[src/rtl/mux_scan_pipe.sv]
// N:1 tree multiplexer with valid-qualified sampling and an auto-scan channel sequencer.
// Define MUX_PIPE_EN to register every tree level (latency LOG2N); default is latency 1.
module mux_scan_pipe #(
    parameter int unsigned N      = 8,
    parameter int unsigned WIDTH  = 1,
    parameter int unsigned DWELL  = 4,
    localparam int unsigned LOG2N = $clog2(N)
) (
    input  logic               clk,
    input  logic               rst_n,
    input  logic [N*WIDTH-1:0] a,
    input  logic [LOG2N-1:0]   s,
    input  logic               mode,
    input  logic               in_valid,
    output logic [WIDTH-1:0]   out,
    output logic               out_valid,
    output logic [LOG2N-1:0]   out_ch
);

    localparam int unsigned DW = (DWELL > 1) ? $clog2(DWELL) : 1;
    localparam logic [DW-1:0] DWELL_LAST = DW'(DWELL - 1);

    typedef enum logic {StDirect, StScan} state_e;

    state_e           state_q, state_d;
    logic [LOG2N-1:0] ch_q, ch_d, base_ch, sel_ch;
    logic [DW-1:0]    dwell_q, dwell_d, base_dw;

    // One tree level: pairs (2j, 2j+1) collapse into entry j; upper half is zeroed.
    function automatic logic [N*WIDTH-1:0] halve(input logic [N*WIDTH-1:0] d, input logic b);
        logic [N*WIDTH-1:0] r;
        r = '0;
        for (int j = 0; j < N / 2; j++) begin
            r[j*WIDTH +: WIDTH] = b ? d[(2*j+1)*WIDTH +: WIDTH] : d[2*j*WIDTH +: WIDTH];
        end
        return r;
    endfunction

    // The edge that samples mode=1 from DIRECT already scans, starting at channel 0.
    always_comb begin
        state_d = mode ? StScan : StDirect;
        ch_d    = ch_q;
        dwell_d = dwell_q;
        base_ch = (state_q == StScan) ? ch_q : '0;
        base_dw = (state_q == StScan) ? dwell_q : '0;
        sel_ch  = s;
        if (mode) begin
            sel_ch  = base_ch;
            ch_d    = base_ch;
            dwell_d = base_dw;
            if (in_valid) begin
                if (base_dw == DWELL_LAST) begin
                    dwell_d = '0;
                    ch_d    = base_ch + 1'b1;
                end else begin
                    dwell_d = base_dw + 1'b1;
                end
            end
        end
    end

    always_ff @(posedge clk or negedge rst_n) begin
        if (!rst_n) begin
            state_q <= StDirect;
            ch_q    <= '0;
            dwell_q <= '0;
        end else begin
            state_q <= state_d;
            ch_q    <= ch_d;
            dwell_q <= dwell_d;
        end
    end

    logic [N*WIDTH-WIDTH-1:0] unused_hi;

`ifdef MUX_PIPE_EN
    logic [N*WIDTH-1:0] src_dat   [LOG2N];
    logic [LOG2N-1:0]   src_idx   [LOG2N];
    logic               src_vld   [LOG2N];
    logic [N*WIDTH-1:0] stg_dat_q [LOG2N];
    logic [LOG2N-1:0]   stg_idx_q [LOG2N];
    logic               stg_vld_q [LOG2N];

    always_comb begin
        src_dat[0] = a;
        src_idx[0] = sel_ch;
        src_vld[0] = in_valid;
        for (int k = 1; k < LOG2N; k++) begin
            src_dat[k] = stg_dat_q[k-1];
            src_idx[k] = stg_idx_q[k-1];
            src_vld[k] = stg_vld_q[k-1];
        end
    end

    // Data and index only advance with a valid sample so the final stage holds its value.
    always_ff @(posedge clk or negedge rst_n) begin
        if (!rst_n) begin
            for (int k = 0; k < LOG2N; k++) begin
                stg_dat_q[k] <= '0;
                stg_idx_q[k] <= '0;
                stg_vld_q[k] <= 1'b0;
            end
        end else begin
            for (int k = 0; k < LOG2N; k++) begin
                stg_vld_q[k] <= src_vld[k];
                if (src_vld[k]) begin
                    stg_dat_q[k] <= halve(src_dat[k], src_idx[k][k]);
                    stg_idx_q[k] <= src_idx[k];
                end
            end
        end
    end

    assign out       = stg_dat_q[LOG2N-1][WIDTH-1:0];
    assign out_ch    = stg_idx_q[LOG2N-1];
    assign out_valid = stg_vld_q[LOG2N-1];
    assign unused_hi = stg_dat_q[LOG2N-1][N*WIDTH-1:WIDTH];
`else
    logic [N*WIDTH-1:0] tree;
    logic [WIDTH-1:0]   out_q;
    logic [LOG2N-1:0]   out_ch_q;
    logic               out_valid_q;

    always_comb begin
        tree = a;
        for (int k = 0; k < LOG2N; k++) begin
            tree = halve(tree, sel_ch[k]);
        end
    end

    always_ff @(posedge clk or negedge rst_n) begin
        if (!rst_n) begin
            out_q       <= '0;
            out_ch_q    <= '0;
            out_valid_q <= 1'b0;
        end else begin
            out_valid_q <= in_valid;
            if (in_valid) begin
                out_q    <= tree[WIDTH-1:0];
                out_ch_q <= sel_ch;
            end
        end
    end

    assign out       = out_q;
    assign out_ch    = out_ch_q;
    assign out_valid = out_valid_q;
    assign unused_hi = tree[N*WIDTH-1:WIDTH];
`endif

endmodule

[config.mk]
export PLATFORM = sky130hd
export DESIGN_NAME = mux_scan_pipe
export DESIGN_NICKNAME = d
export VERILOG_FILES = /design/src/rtl/mux_scan_pipe.sv
export SDC_FILE = /design/constraint.sdc
export NUM_CORES = 1
export LEC_CHECK = 0
export BUFFER_PORTS_ARGS = -buffer_cell sky130_fd_sc_hd__buf_2
export CORE_MARGIN = 8
export CORE_UTILIZATION = 43
export CTS_BUF_LIST = sky130_fd_sc_hd__clkbuf_16
export DETAILED_ROUTE_END_ITERATION = 6
export PLACE_DENSITY = 0.72
export SLEW_MARGIN = 25
export SYNTH_ARGS = -nofsm -noshare
export SYNTH_HDL_FRONTEND = slang
export SYNTH_SLANG_ARGS = --single-unit
[constraint.sdc]
create_clock -name clk -period 1.4 [get_ports clk]
set_input_delay 0.28 -clock clk [delete_from_list [all_inputs] [get_ports clk]]
set_output_delay 0.28 -clock clk [all_outputs]
set_load 0.1 [all_outputs]
# Word-level counts from Yosys, hierarchy flattened
# Cells that the tools add are included.
[word_totals] regBits=11 in_bits=15
[classes] n_addsub=2 n_eq_ne=1 muxes=15
[ops] cell="2-to-1 mux 3 bit" count=4
[ops] cell="2-to-1 mux 1 bit" count=8
[ops] cell="2-to-1 mux 2 bit" count=3
[ops] cell="adder 3 x 1 -> 3 bit (second input constant)" count=1
[ops] cell="adder 2 x 1 -> 2 bit (second input constant)" count=1
[ops] cell="== test 2 bit (second input constant)" count=1

# Depth between registers and ports, before layout
# Gate-level depths: netlist (run 1).
[logic_depth] word_depth=5 depth_mapped=8 ltp_nobuf=7

# Worst setup path before layout (run 1)
# OpenSTA, ideal clock, no wires.
[synth_timing] path_type="register -> register" start="register state_q" end="register ch_q[2]" setup_time_ps=129 t_arrival_ps=1454 setup_slack_ps=-183 path_stages_with_launch=8 path_buffers=1 period_less_slack_ps=1583 cell_sequence="dfrtp_1 buf_4 and2_1 ha_1 and3_1 and4_1 o21ai_0 o21ai_0"
[synth_via] elab_chain_len=4 elab_cells_between_ends=6 cone_classes="add/sub (1); eq/ne (1); mux (4)"
[synth_rtl] element="from (decl)" line_no="25" text="state_e state_q, state_d;"
[synth_rtl] element="from (signal assigned)" line_no="64" text="state_q <= StDirect;"
[synth_rtl] element="from (signal assigned)" line_no="68" text="state_q <= state_d;"
[synth_rtl] element="2-to-1 mux 3 bit / 2-to-1 mux 2 bit (equally long branches)" line_no="44, 45"
[synth_rtl] element="adder 3 x 1 -> 3 bit / == test 2 bit (equally long branches)" line_no="54, 52"
[synth_rtl] element="2-to-1 mux 3 bit" line_no="52" text="if (base_dw == DWELL_LAST) begin"
[synth_rtl] element="2-to-1 mux 3 bit (*)" line_no="51" text="if (in_valid) begin"
[synth_rtl] element="to (signal assigned)" line_no="69" text="ch_q <= ch_d;"
[synth_rtl] element="to (decl)" line_no="26" text="logic [LOG2N-1:0] ch_q, ch_d, base_ch, sel_ch;"
# Mark *: on every way between the ends. The rest lies on a longest branch, timed or not.
# A chain may end at the register's enable or synchronous reset.

# Final worst setup path (run 1)
# Same ends and word-level chain as after synthesis.

==> flow_summary.ini, run 1 <==
[critical_path]
crit_required_ns = 1.52
crit_fanout = 7
critPathCaptureType = register
crit_type = register to register
cp-start-kind = register
regToRegStartpoint = state_q$_DFF_PN0_
timing.rr.end = ch_q[2]$_DFFE_PN0P_
rr_worst_depth = 6
r2r_slack_ns = 0.03
arrival_ns = 1.49

[synthesis]
synthTopCellsByArea = dfrtp_1 (44%), mux2i_1 (6.4%), o21ai_0 (5.6%), mux2_2 (5.4%), a21oi_1 (3.2%)
async_flop_share_pct = 100
syn_inst = 61
avgSynthCellArea_um2 = 10.3
synth_area_um2 = 626
synth_top_flop_cell = dfrtp_1
yosysMostFrequentCell = dfrtp_1
synth_edf_count = 0
yosysUniqueCellTypes = 28
synthDominantCellAreaShare_pct = 44.0
yosys-top-cells-count = dfrtp_1 (11), o21ai_0 (7)
yosysTopAreaCell = dfrtp_1
synth_nets = 77
synth-seq-cells = 11
ys_seq_area_share_pct = 44.0
ys.warnings.count = 0

[cells_and_area]
layoutNonFillerInstCount = 102
fillers = 109
final_util_pct = 65.2
drive_gt1_share_pct = 46.0
nets = 104
area_delta_synth_final_pct = 39.0
final_area_um2 = 870
antenna_cells = 0

[drt]
drc = 0
totalWireLength_mm = 1.32
firstDrtPassIters = 2
detail-route-antenna-nets = 0
drt-initial-drc-count = 1
routedWlPerCell_um = 12.9
vias_per_cell = 5.06
vias = 516

[pwr]
finalPower_uw = 1180
powerDensity_mw_per_mm2 = 1350
irDropWorstVdd_mv = 1.04
p_leak_uw = 0.000414

[timing]
maxSlewViolCount = 0
max_freq_mhz = 731
hold_viol = 0
tightest_slew_ns = 0.488
setup_violations = 0
period_share_pct = 97.6
rsz0062_at_grt = true
hold_slack_ns = 0.293
slew-limit-headroom_pct = 67.7
fin_crit_ns = 1.37
skew_ns = 0.00141

[die]
rows = 13
core_area_mm2 = 0.00133
die_h_um = 54.1
io-pin-count = 20
dieArea_mm2 = 0.00293
initial_utilization_pct = 46.9
die_x_um = 54.1

[hold_path]
min_path_type = input port to register
min_from = in_valid
hold-path-endpoint = out_valid$_DFF_PN0_
hold_depth = 1

[clock_network]
cts_made_buffers = 3
path_clk_slew_ns = 0.04
clk_latency_ns = 0.24
cts-root-buf = clkbuf_16
cts_buffer_depth = 2
cts_tree = done
cts_sinks = 11
cts-htree-levels = 1

[place]
port_buffers = 19
placed_area_um2 = 772
hpwl_mm = 1.02
place_congestion = 0.784
place_inst = 96

[global_route]
grt_pass1_vias = 486
antenna_found_initial = 0
grt-busiest-layer = met2
grt_use_met3_pct = 5.23
use_met2_pct = 16.6
grt_max_degree = 15
global_route.usage.met1_pct = 9.62
overflow = 0
grt_usage_pct = 9.68
grt_pass1_wl_mm = 2.02

[outcome]
status = finished clean

[run]
cap_violations = 0
-- cells by family after synthesis --
kind of cell / after synthesis / synth area share, %
AOI/OAI and AO/OA: 19 / 21.0
and+or+nand+nor: 14 / 13.8
DFF: 11 / 44.0
buffers and inverters: 9 / 7.40
muxes: 7 / 11.8
adders and majority gates: 1 / 2.00
-- critical path, stage by stage (launching register included) --
cell and delay (ns):
dfrtp_2 0.45, and2_4 0.17, ha_4 0.15, and3_4 0.17
and4_1 0.14, o21ai_1 0.10, o21ai_1 0.07
-- flip-flops by register name (all words and copies together) (netlist names) --
signal     count
state_q        1
ch_q           3
out_ch         3
out_valid      1
dwell_q        2
out            1
-- power by group --
group | switching, µW | leakage, µW | total [µW] | internal, µW
logic | 191 | 0.000235 | 280 | 89.1
registers | 22.0 | 0.000137 | 376 | 354
clock network | 146 | 0.0000423 | 521 | 375
-- layout make-up --
type / count / area (µm²) / area share (%)
Multi-Input combinational cell: 41 / 327 / 37.6
Clock inverter: 1 / 3.75 / 0.432
Timing Repair Buffer: 26 / 150 / 17.3
Sequential cell: 11 / 277 / 31.8
Clock buffer: 3 / 75.1 / 8.63
Tap cell: 15 / 18.8 / 2.16
Inverter: 5 / 18.8 / 2.16
-- how the worst max path moves through the flow --
stage,from,endpoint,slack [ns]
global placement,state_q$_DFF_PN0_,ch_q[2]$_DFFE_PN0P_,0.02
CTS,state_q$_DFF_PN0_,ch_q[2]$_DFFE_PN0P_,0.02
finish,state_q$_DFF_PN0_,ch_q[2]$_DFFE_PN0P_,0.03
floorplan,state_q$_DFF_PN0_,ch_q[2]$_DFFE_PN0P_,0.04
global route,state_q$_DFF_PN0_,ch_q[2]$_DFFE_PN0P_,-0.04
detailed placement,state_q$_DFF_PN0_,ch_q[2]$_DFFE_PN0P_,-0.006
-- routing by layer --
metal  share of wire, %  routed length (µm)  up-vias
li1                   -                   -      267
met1                 42                 549      237
met2                 50                 656        9
met3                7.0                  92        3
met4                1.5                  20        0
met5                  0                   0        -
-- layout by cell type (no fill, tap or decap), types with 2 or more instances in the layout --
master / instances
a21oi_1: 4
a31oi_1: 2
and2_4: 2
buf_2: 19
buf_4: 6
clkbuf_16: 3
dfrtp_1: 10
inv_1: 5
mux2_2: 3
mux2i_1: 4
nand2_1: 4
nand3_1: 2
o21ai_0: 4
o21ai_1: 3
-- stage by stage --
step	TNS, ns	setup WS, ns
after floorplan	0	0.0410
after global placement	0	0.0234
after detailed placement	-0.00562	-0.00562
after CTS	0	0.0212
after global routing	-0.0755	-0.0388
final	0	0.0329
-- timing repair --
item / CTS / global route
resized for setup: 1 / 1
hold buffers: 1 / 0
setup buffers: 0 / 1
endpoints found under the hold margin: 11 / 0
endpoints found under the setup margin: 1 / 3
Power figures use the tool's default switching activity.
==> run 2: changes to the inputs <==
Clock period 1.4 ns to 1.1 ns, I/O delays scaled along.
==> run 2 against run 1 <==
  * The run now ends with negative setup slack left
  * Clock-buffer cell count is the same
  * Highest routed layer unchanged
  * Core utilization grew 11 points
  * Cell count grew 5.9%
  * Register-to-register slack lost 0.32 ns
  * Combinational power grew 65%
  * Sequential power grew 31%
  * Critical endpoint unchanged
  * Non-clock buffer count grew 6
  * Sequential cell count is the same
==> flow_summary.ini, run 2 (synthesis results as in run 1) <==
[outcome]
status = finished, violations left
violations = negative setup slack

[clock_network]
cts-htree-levels = 1
cts_buffer_depth = 2
cts-root-buf = clkbuf_16
cts_sinks = 11
path_clk_slew_ns = 0.04
clk_latency_ns = 0.24
cts_tree = done
cts_made_buffers = 3

[drt]
totalWireLength_mm = 1.79
drt-initial-drc-count = 31
vias = 587
highest_layer = met4
vias_per_cell = 5.44
routedWlPerCell_um = 16.6
drt-met1-wl_um = 770
wl_met3_um = 84
wl_met2_um = 884
firstDrtPassIters = 4
detail-route-antenna-nets = 0
drc = 0

[cells_and_area]
final_area_mm2 = 0.00101
nets = 110
fillers = 90
final_util_pct = 75.8
final_common_cell = buf_2
layoutNonFillerInstCount = 108
antenna_cells = 0
layout_common_cells = buf_2 (14), buf_4 (12), dfrtp_2 (6)
drive_gt1_share_pct = 57.0
area_delta_synth_final_pct = 61.6

[critical_path]
cp_slowest_cell = dfrtp_2
path_cells = and2_4 -> ha_4 -> and3_4 -> and4_1 -> o21ai_1 -> o21ai_1
cp_common_cell = o21ai_1
cp-start-kind = register
arrival_ns = 1.51
crit_type = register to register
crit_fanout = 6
crit_required_ns = 1.22
critPathCaptureType = register
cp_slowest_stage_delay_ns = 0.44

[pwr]
irDropWorstVdd_mv = 0.874
powerDensity_mw_per_mm2 = 1600
switching_share_pct = 30.4
p_comb_share_pct = 28.5
p_leak_uw = 0.000472
pwr-share-clk_pct = 41.0
power_switching_uw = 493
p_int_uw = 1130
seq_power_share_pct = 30.5

[die]
core_area_mm2 = 0.00133
die_x_um = 54.1
io-pin-count = 20
initial_utilization_pct = 46.9
rows = 13
die_h_um = 54.1
dieArea_mm2 = 0.00293

[global_route]
grt_max_degree = 12
grt_pass1_wl_mm = 2.82
grt_usage_pct = 13.6
overflow = 0
antenna_found_initial = 0
grt_pass1_vias = 607

[timing]
hold_viol = 0
finalSetupTns_ns = -1.03
rsz0062_at_grt = true
setup_violations = 5
maxSlewViolCount = 0
period_share_pct = 126
skew_ns = 0.000331
slew-limit-headroom_pct = 82.0
fin_ws_ns = -0.284
tightest_slew_ns = 0.270
fin_crit_ns = 1.38
max_freq_mhz = 723

[place]
port_buffers = 19
placed_area_um2 = 891
preCtsSetupSlack_ns = -0.287
place_congestion = 0.846
hpwl_mm = 1.17
place_inst = 101

[run]
cap_violations = 0

[hold_path]
min_path_type = input port to register
run 2: changes by cell type in the layout (fill, tap and decap cells not counted), sizes merged:
cell,delta
buf,+6
run 2: path summary, 6_finish.rpt:
| check | start | end | slack (ns) | cells after the start |
|---|---|---|---|---|
| max | state_q$_DFF_PN0_ | ch_q[2]$_DFFE_PN0P_ | -0.28 | 6 |
| min | in_valid | out_valid$_DFF_PN0_ | 0.17 | 1 |
| max reg2reg | state_q$_DFF_PN0_ | ch_q[2]$_DFFE_PN0P_ | -0.28 | 6 |
| min reg2reg | dwell_q[1]$_DFFE_PN0P_ | dwell_q[1]$_DFFE_PN0P_ | 0.50 | 1 |
| max in group asynchronous | rst_n | out_ch[0]$_DFFE_PN0P_ | 0.48 | 2 |
| min in group asynchronous | rst_n | out_valid$_DFF_PN0_ | 0.39 | 2 |
run 2: power groups by stage:
stage / Sequential [µW] / Clock, µW / Combinational (µW)
floorplan: 623 / 0 / 134
global placement: 497 / 0 / 431
detailed placement: 500 / 0 / 437
CTS: 495 / 669 / 456
global route: 498 / 692 / 492
finish: 494 / 665 / 462
run 2: timing repair:
action	in CTS	in global routing
setup endpoints to repair	5	6
pin swaps	2	1
hold buffers	1	0
buffers inserted	1	1
gates resized for setup	5	1
hold endpoints to repair	11	0
run 2: layout make-up:
cell class,instances,area [µm²],area share [%]
clock buffers,3,75.1,7.43
well taps,15,18.8,1.86
clock inverters,1,3.75,0.371
multi-input cells,41,342,33.8
repair buffers,32,270,26.7
flip-flops and latches,11,283,28.0
inverters,5,18.8,1.86
run 2: worst max-delay path, delay by kind of cell (launching register included):
kind                       cells  cell delay, ns
adders and majority gates      1            0.15
and+or+nand+nor                3            0.48
DFF                            1            0.44
AOI/OAI and AO/OA              2            0.20
run 2: metal layers:
metal,track usage [%],up-vias
met5,0,-
met4,9.02,0
met3,3.31,7
met2,21.8,16
met1,15.6,281
li1,-,283
run 2: per-stage QoR:
step	hold WS, ns	power [µW]
finish	0.171	1620
global route	0.175	1680
CTS	0.172	1620
detailed placement	0.108	937
global placement	0.103	928
floorplan	-0.0756	757
